## src/rtl/gate_stim_seq.sv

```systemverilog
// Stimulus sequencer for the two-input gates block: walks {a,b} through 00,01,10,11.
// Optional macro GATE_SEQ_CHECK_EN adds an on-line checker of the gate outputs y[6:0].
module gate_stim_seq #(
  parameter int DWELL = 10,
  parameter int LOOPS = 1,
  parameter int CNT_W = 16
) (
  input  logic             clk,
  input  logic             rst,
  input  logic             start,
  input  logic             stop,
`ifdef GATE_SEQ_CHECK_EN
  input  logic [6:0]       y,
  output logic [7:0]       err_cnt,
  output logic [1:0]       first_err_idx,
`endif
  output logic             a,
  output logic             b,
  output logic [1:0]       vec_idx,
  output logic             vec_valid,
  output logic             busy,
  output logic             done,
  output logic [CNT_W-1:0] pass_cnt,
  output logic [1:0]       dbg_state
);

  // Handshake: start is a level sampled every clk but only honoured in IDLE (stop wins);
  // busy covers every DRIVE cycle, done pulses for one cycle on normal completion only.
  typedef enum logic [1:0] {
    S_IDLE  = 2'd0,
    S_DRIVE = 2'd1,
    S_DONE  = 2'd2
  } state_e;

  localparam int              DW_W       = (DWELL > 1) ? $clog2(DWELL) : 1;
  localparam logic [DW_W-1:0] DWELL_LAST = DW_W'(DWELL - 1);
  localparam logic [CNT_W-1:0] LOOPS_C   = CNT_W'(LOOPS);

  state_e           state_q, state_d;
  logic [1:0]       vec_idx_q, vec_idx_d;
  logic [DW_W-1:0]  dwell_q, dwell_d;
  logic             vec_valid_q, vec_valid_d;
  logic             busy_q, busy_d;
  logic             done_q, done_d;
  logic [CNT_W-1:0] pass_cnt_q, pass_cnt_d;
  logic             start_acc;

  always_comb begin
    state_d     = state_q;
    vec_idx_d   = vec_idx_q;
    dwell_d     = dwell_q;
    pass_cnt_d  = pass_cnt_q;
    busy_d      = 1'b0;
    done_d      = 1'b0;
    vec_valid_d = 1'b0;
    start_acc   = 1'b0;
    case (state_q)
      S_IDLE: begin
        if (start && !stop) begin
          start_acc   = 1'b1;
          state_d     = S_DRIVE;
          vec_idx_d   = 2'd0;
          dwell_d     = '0;
          pass_cnt_d  = '0;
          busy_d      = 1'b1;
          vec_valid_d = (DWELL_LAST == '0);
        end
      end
      S_DRIVE: begin
        if (stop) begin
          state_d   = S_IDLE;
          vec_idx_d = 2'd0;
          dwell_d   = '0;
        end else begin
          busy_d = 1'b1;
          if (dwell_q == DWELL_LAST) begin
            dwell_d   = '0;
            vec_idx_d = vec_idx_q + 2'd1;
            if (vec_idx_q == 2'd3) begin
              pass_cnt_d = pass_cnt_q + 1'b1;
              if ((LOOPS != 0) && (pass_cnt_d == LOOPS_C)) begin
                state_d   = S_DONE;
                busy_d    = 1'b0;
                done_d    = 1'b1;
                vec_idx_d = 2'd0;
              end
            end
          end else begin
            dwell_d = dwell_q + 1'b1;
          end
          // Sample strobe is registered, so it is derived from the next dwell value.
          if (state_d == S_DRIVE) vec_valid_d = (dwell_d == DWELL_LAST);
        end
      end
      S_DONE:  state_d = S_IDLE;
      default: state_d = S_IDLE;
    endcase
  end

  always_ff @(posedge clk or posedge rst) begin
    if (rst) begin
      state_q     <= S_IDLE;
      vec_idx_q   <= 2'd0;
      dwell_q     <= '0;
      vec_valid_q <= 1'b0;
      busy_q      <= 1'b0;
      done_q      <= 1'b0;
      pass_cnt_q  <= '0;
    end else begin
      state_q     <= state_d;
      vec_idx_q   <= vec_idx_d;
      dwell_q     <= dwell_d;
      vec_valid_q <= vec_valid_d;
      busy_q      <= busy_d;
      done_q      <= done_d;
      pass_cnt_q  <= pass_cnt_d;
    end
  end

  assign a         = vec_idx_q[1];
  assign b         = vec_idx_q[0];
  assign vec_idx   = vec_idx_q;
  assign vec_valid = vec_valid_q;
  assign busy      = busy_q;
  assign done      = done_q;
  assign pass_cnt  = pass_cnt_q;
  assign dbg_state = state_q;

`ifdef GATE_SEQ_CHECK_EN
  logic [7:0] err_cnt_q, err_cnt_d;
  logic [1:0] first_err_q, first_err_d;
  logic [6:0] exp_y;
  logic       check_hit;

  always_comb begin
    exp_y       = {~a, ~(a ^ b), a ^ b, ~(a | b), ~(a & b), a | b, a & b};
    check_hit   = (state_q == S_DRIVE) && vec_valid_q && (y != exp_y);
    err_cnt_d   = err_cnt_q;
    first_err_d = first_err_q;
    if (start_acc) begin
      err_cnt_d   = 8'd0;
      first_err_d = 2'd0;
    end else if (check_hit) begin
      if (err_cnt_q != 8'hFF) err_cnt_d = err_cnt_q + 8'd1;
      if (err_cnt_q == 8'd0)  first_err_d = vec_idx_q;
    end
  end

  always_ff @(posedge clk or posedge rst) begin
    if (rst) begin
      err_cnt_q   <= 8'd0;
      first_err_q <= 2'd0;
    end else begin
      err_cnt_q   <= err_cnt_d;
      first_err_q <= first_err_d;
    end
  end

  assign err_cnt       = err_cnt_q;
  assign first_err_idx = first_err_q;
`endif

endmodule

```

## config.mk

```make
export PLATFORM = sky130hd
export DESIGN_NAME = gate_stim_seq
export DESIGN_NICKNAME = d
export VERILOG_FILES = /design/src/rtl/gate_stim_seq.sv
export SDC_FILE = /design/constraint.sdc
export NUM_CORES = 1
export LEC_CHECK = 0
export BUFFER_PORTS_ARGS = -buffer_cell sky130_fd_sc_hd__buf_2
export CORE_AREA = 2 2 99 63
export CTS_BUF_LIST = sky130_fd_sc_hd__clkbuf_4 sky130_fd_sc_hd__clkbuf_8
export CTS_CLUSTER_SIZE = 40
export DETAILED_ROUTE_END_ITERATION = 10
export DIE_AREA = 0 0 101 65
export GPL_TIMING_DRIVEN = 0
export HOLD_SLACK_MARGIN = 0.15
export PLACE_DENSITY = 0.52
export SYNTH_ARGS = -nofsm -noshare
export SYNTH_HDL_FRONTEND = slang
export SYNTH_SLANG_ARGS = --single-unit
```

## constraint.sdc

```tcl
create_clock -name clk -period 2 [get_ports clk]
set_input_delay 0.1 -clock clk [delete_from_list [all_inputs] [get_ports clk]]
set_output_delay 0.1 -clock clk [all_outputs]
set_load 0.005 [all_outputs]
```

Word-level counts from Yosys, hierarchy flattened
Index checks and enable logic that the tools add are counted.
Widths: inputs -> output; s select.
{ "totals": {"elab_cells": 67, "in_bits": 4, "output_inout_bits": 25, "reg_bits": 27} }
{ "classes": {"n_addsub": 3, "n_reduce_logical": 7, "muxes": 39, "eq_ne": 11} }
{ "op_table": {"columns": ["op", "n"], "rows": [
  ["$mux 16", 4],
  ["$pmux 16 s2", 1],
  ["$mux 2", 12],
  ["$mux 4", 5],
  ["$add 16x1->16 const B", 1],
  ["$eq 16x1->1 const B", 1],
  ["$mux 1", 13],
  ["$eq 4x4->1 const B", 2],
  ["$ne 2x2->1 const B", 4],
  ["$pmux 2 s2", 2],
  ["$pmux 4 s2", 1],
  ["$reduce_and 5->1", 1],
  ["$add 4x1->4 const B", 1],
  ["$eq 2x1->1 const B", 2],
  ["$ne 3x3->1 const B", 1],
  ["$reduce_and 3->1", 1],
  ["$add 2x1->2 const B", 1],
  ["$eq 2x2->1 const B", 1],
  ["$logic_not 2->1", 1],
  ["$pmux 1 s2", 1],
  ["$reduce_and 2->1", 1],
  ["$reduce_bool 2->1", 1],
  ["$logic_and 1x1->1", 1],
  ["$logic_not 1->1", 1]
]} }

Logic depth before layout (Yosys ltp)
{ "logic_depth": {"word_depth": 11, "depth_mapped": 9} }

Worst setup path before layout
Ideal clock, no wire load.
{ "synth_timing": {"kind": "reg2reg", "startpoint": "register pass_cnt_q[0], in the netlist pass_cnt[0]", "endpoint": "register busy_q, in the netlist busy", "path_buffers": 1, "required_ps": 1867, "stages_incl_launch_ff": 9, "t_arrival_ps": 1939, "slack_ps": -72, "path_cell_list": "dfrtp_1 -> ha_1 -> clkbuf_1 -> nand2_1 -> nor4_2 -> mux2i_1 -> and3_1 -> and4_4 -> a31oi_1"} }
{ "synth_via": {"elab_chain_cells": 7} }
{ "synth_lines": {"columns": ["element", "line", "text"], "rows": [
  ["from (decl)", "45", "logic [CNT_W-1:0] pass_cnt_q, pass_cnt_d;"],
  ["from (signal assigned)", "116", "pass_cnt_q <= pass_cnt_d;"],
  ["$add 16x1->16", "80", "pass_cnt_d = pass_cnt_q + 1'b1;"],
  ["$eq 16x1->1", "81", "if ((LOOPS != 0) && (pass_cnt_d == LOOPS_C)) begin"],
  ["$mux 1", "81", null],
  ["$mux 1", "79", "if (vec_idx_q == 2'd3) begin"],
  ["$mux 1", "76", "if (dwell_q == DWELL_LAST) begin"],
  ["$mux 1", "70", "if (stop) begin"],
  ["$pmux 1 s2", "57", "case (state_q)"],
  ["via busy_d", "43", "logic busy_q, busy_d;"],
  ["to (signal assigned)", "114", "busy_q <= busy_d;"],
  ["to (decl)", "43", null]
]} }
The timed path passes the listed nets, and every way through them passes these cells.
A chain may end at the register's enable or synchronous reset.

Worst setup path after layout
{ "layout_timing": {"startpoint": "register pass_cnt_q[9], in the netlist pass_cnt[9]", "endpoint": "register busy_q, in the netlist busy"} }
Same word-level chain as after synthesis.

==> qor.yml <==
worst_slack_ns: -0.08118
fp.coreArea_mm2: 0.005781
clock_latency_ns: 0.29
die-area_mm2: 0.006565
syn_avg_cell_area_um2: 8.955
fin_worst_skew_ns: 0.01432
drt-total-wl_um: 4501
period_share_pct: 104.1
r2r_setup_slack_ns: -0.08
ys.flop_type: "dfrtp_1"
post-route-min-period_ns: 2.081
io_buffer_count: 28
yosysWarningCount: 0
drt-initial-drc-count: 71
required_ns: 2.19
p_per_area_mw_per_mm2: 516.5
synthCells: 185
critPathCaptureType: "flop"
synth_area_mm2: 0.001657
synth_enable_flop_cells: 0
die_w_um: 101
startpoint_type: "flop"
dpl.hpwl_um: 3047
ys_async_sr_fraction_pct: 100.0
via_count: 1551
clock-sinks: 27
grt_overflow: 0
dr.pass1.iters: 4
ant_nets: 0
critPathMaxFanout: 8
drc: 0
drive_gt1_share_pct: 34.47
initial_core_util_pct: 28.66
min_path_type: "input port to flop"
antenna_found_initial: 0
gp_congestion: 0.7737
worst_pin_slew_ns: 1.087
r2r_end: "busy"
grt_use_total_pct: 14.89
row_count: 22
hold_viol: 0
clk_pin_slew_ns: 0.11
yosysSeqAreaShare_pct: 40.79
wl_per_cell_um: 14.66
finalPower_mw: 1.124
synth_fp_nets: 192
rr_startpoint: "pass_cnt[9]"
worstSetupPathType: "flop to flop"
cp-startpoint: "pass_cnt[9]"
cts_tree: "done"
slew_viol_final: 0
grt_pass1_wl_um: 7562
outcome: "finished with violations"
rsz0062_at_grt: "true"
grt_pass1_vias: 1419
violations: "negative setup slack"
cellLeakagePower_nw: 1.020
dpl_cell_area_mm2: 0.001903
design_area_mm2: 0.002177
vdd_drop_max_v: 0.0002512
vias_per_cell: 5.052
fmax_mhz: 480.5
grt_start_max_net_pins: 28
insertedDiodeCount: 0
h-tree-depth: 1
r2r_cells: 6
cts_root_buf: "clkbuf_8"
nNetsFinal: 243
fillerInstances: 603
die_h_um: 65
maxSlewHeadroom_pct: 27.45
fin_tns_setup_ns: -0.2312
final_core_utilization_pct: 37.66
synthDistinctLibCells: 46
cts.path.max_buffers: 2
ys_ff_latch: 27
drv_cap: 0
cp-endpoint: "busy"
numCtsBuffers: 3
pin_count: 29
worstPathArrival_ns: 2.27
setup_viol: 3
syn_to_final_growth_pct: 31.42
==> cell type report <==
class | instances | area [um^2] | area share, %
sequential | 27 | 683.2 | 31.38
clock buffer | 3 | 41.29 | 1.897
buffer | 9 | 86.33 | 3.966
timing repair buffer | 50 | 322.8 | 14.83
inverter | 5 | 18.77 | 0.8621
tap | 72 | 90.09 | 4.138
multi-input combinational | 140 | 925.9 | 42.53
clock inverter | 1 | 8.758 | 0.4023
==> placed cells by master (no fill, tap or decap), types with 6 or more instances in the layout <==
cell,synthesis,final
nand3_1,6,6
nor2_1,16,15
buf_2,4,28
nand2_1,23,22
dfrtp_2,0,6
o21ai_0,23,22
buf_4,5,22
dfrtp_1,27,21
==> worst min-delay path by stage <==
stage / from / end / cells past startpoint
after floorplan: rst / busy / 1
after global placement: stop / dbg_state[0] / 3
after detailed placement: stop / busy / 3
after CTS: stop / vec_valid / 3
after global routing: stop / dwell_q[0] / 4
final: stop / dwell_q[0] / 4
==> Yosys cell counts (2+ instances only) <==
master     n  area share (%)
nand4_1    4             1.5
xor2_1     5             2.6
clkbuf_1   3            0.68
nor2_1    16             3.6
ha_1       3             2.3
o31ai_1    5             2.3
dfrtp_1   27              41
nor2b_1    2            0.76
a31oi_1    5             1.9
buf_4      5             2.3
o41ai_1    2             1.1
o21ai_0   23             6.9
buf_2      4             1.2
a21o_1     2            0.91
inv_1      5             1.1
xnor2_1    5             2.6
or2_2      2            0.76
a21oi_1    4             1.2
nand2_1   23             5.2
a22o_1     2             1.1
a311oi_1   2             1.1
nand3_1    6             1.8
and3_1     4             1.5
and2_1     3             1.1
nor3_1     2            0.60
==> state kept, by name (all words and copies together) (netlist names) <==
name	flops
pass_cnt	16
busy	1
vec_idx	2
dbg_state	2
done	1
vec_valid	1
dwell_q	4
==> where the power goes <==
| part | leakage, nW | switching (mW) | internal (mW) |
|---|---|---|---|
| combinational | 0.633 | 0.0928 | 0.0747 |
| clock | 0.0261 | 0.202 | 0.147 |
| sequential | 0.361 | 0.0343 | 0.574 |
==> layer usage <==
metal | track usage [%] | vias up | part of all wire (%)
met2 | 19.08 | 54 | 37
met4 | 2.027 | 0 | 0.33
met5 | 0 | - | 0
li1 | - | 770 | -
met3 | 3.776 | 2 | 7.4
met1 | 24.62 | 725 | 55
==> critical path, stage by stage, from the launching register on <==
cell and delay [ns]:
dfrtp_1 0.50, xor2_1 0.19, or4_4 0.44, a2111oi_4 0.34, and3_1 0.21, and4_4 0.24
a31oi_1 0.07
==> kinds of logic after synthesis <==
logic type               after synthesis  share of synthesized area, %
flip-flops                            27                         40.79
adder cells (fa/ha/maj)                3                         2.266
multiplexers                           1                        0.6043
buffers and inverters                 18                         5.967
AND/OR/NAND/NOR                       73                         23.72
XOR/XNOR                              10                         5.287
AO/OA/AOI/OAI                         53                         21.38
==> stage by stage <==
stage / worst slack, ns / cells / hold WS (ns)
6_report: -0.08118 / 307 / 0.2841
5_1_grt: -0.1832 / 307 / 0.2945
4_1_cts: -0.1420 / 302 / 0.1930
3_5_place_dp: -0.3395 / 285 / 0.4064
3_3_place_gp: -0.3136 / 285 / 0.4096
2_1_floorplan: -0.03490 / 185 / 0.1527
==> repair_timing <==
action / in CTS / in global routing
resized for setup: 14 / 8
buffers inserted: 15 / 5
hold buffers: 2 / 0
pin swaps: 10 / 6
setup endpoints to repair: 21 / 8
endpoints found under the hold margin: 29 / 0
Note: power is estimated with default switching activity, not from simulation.
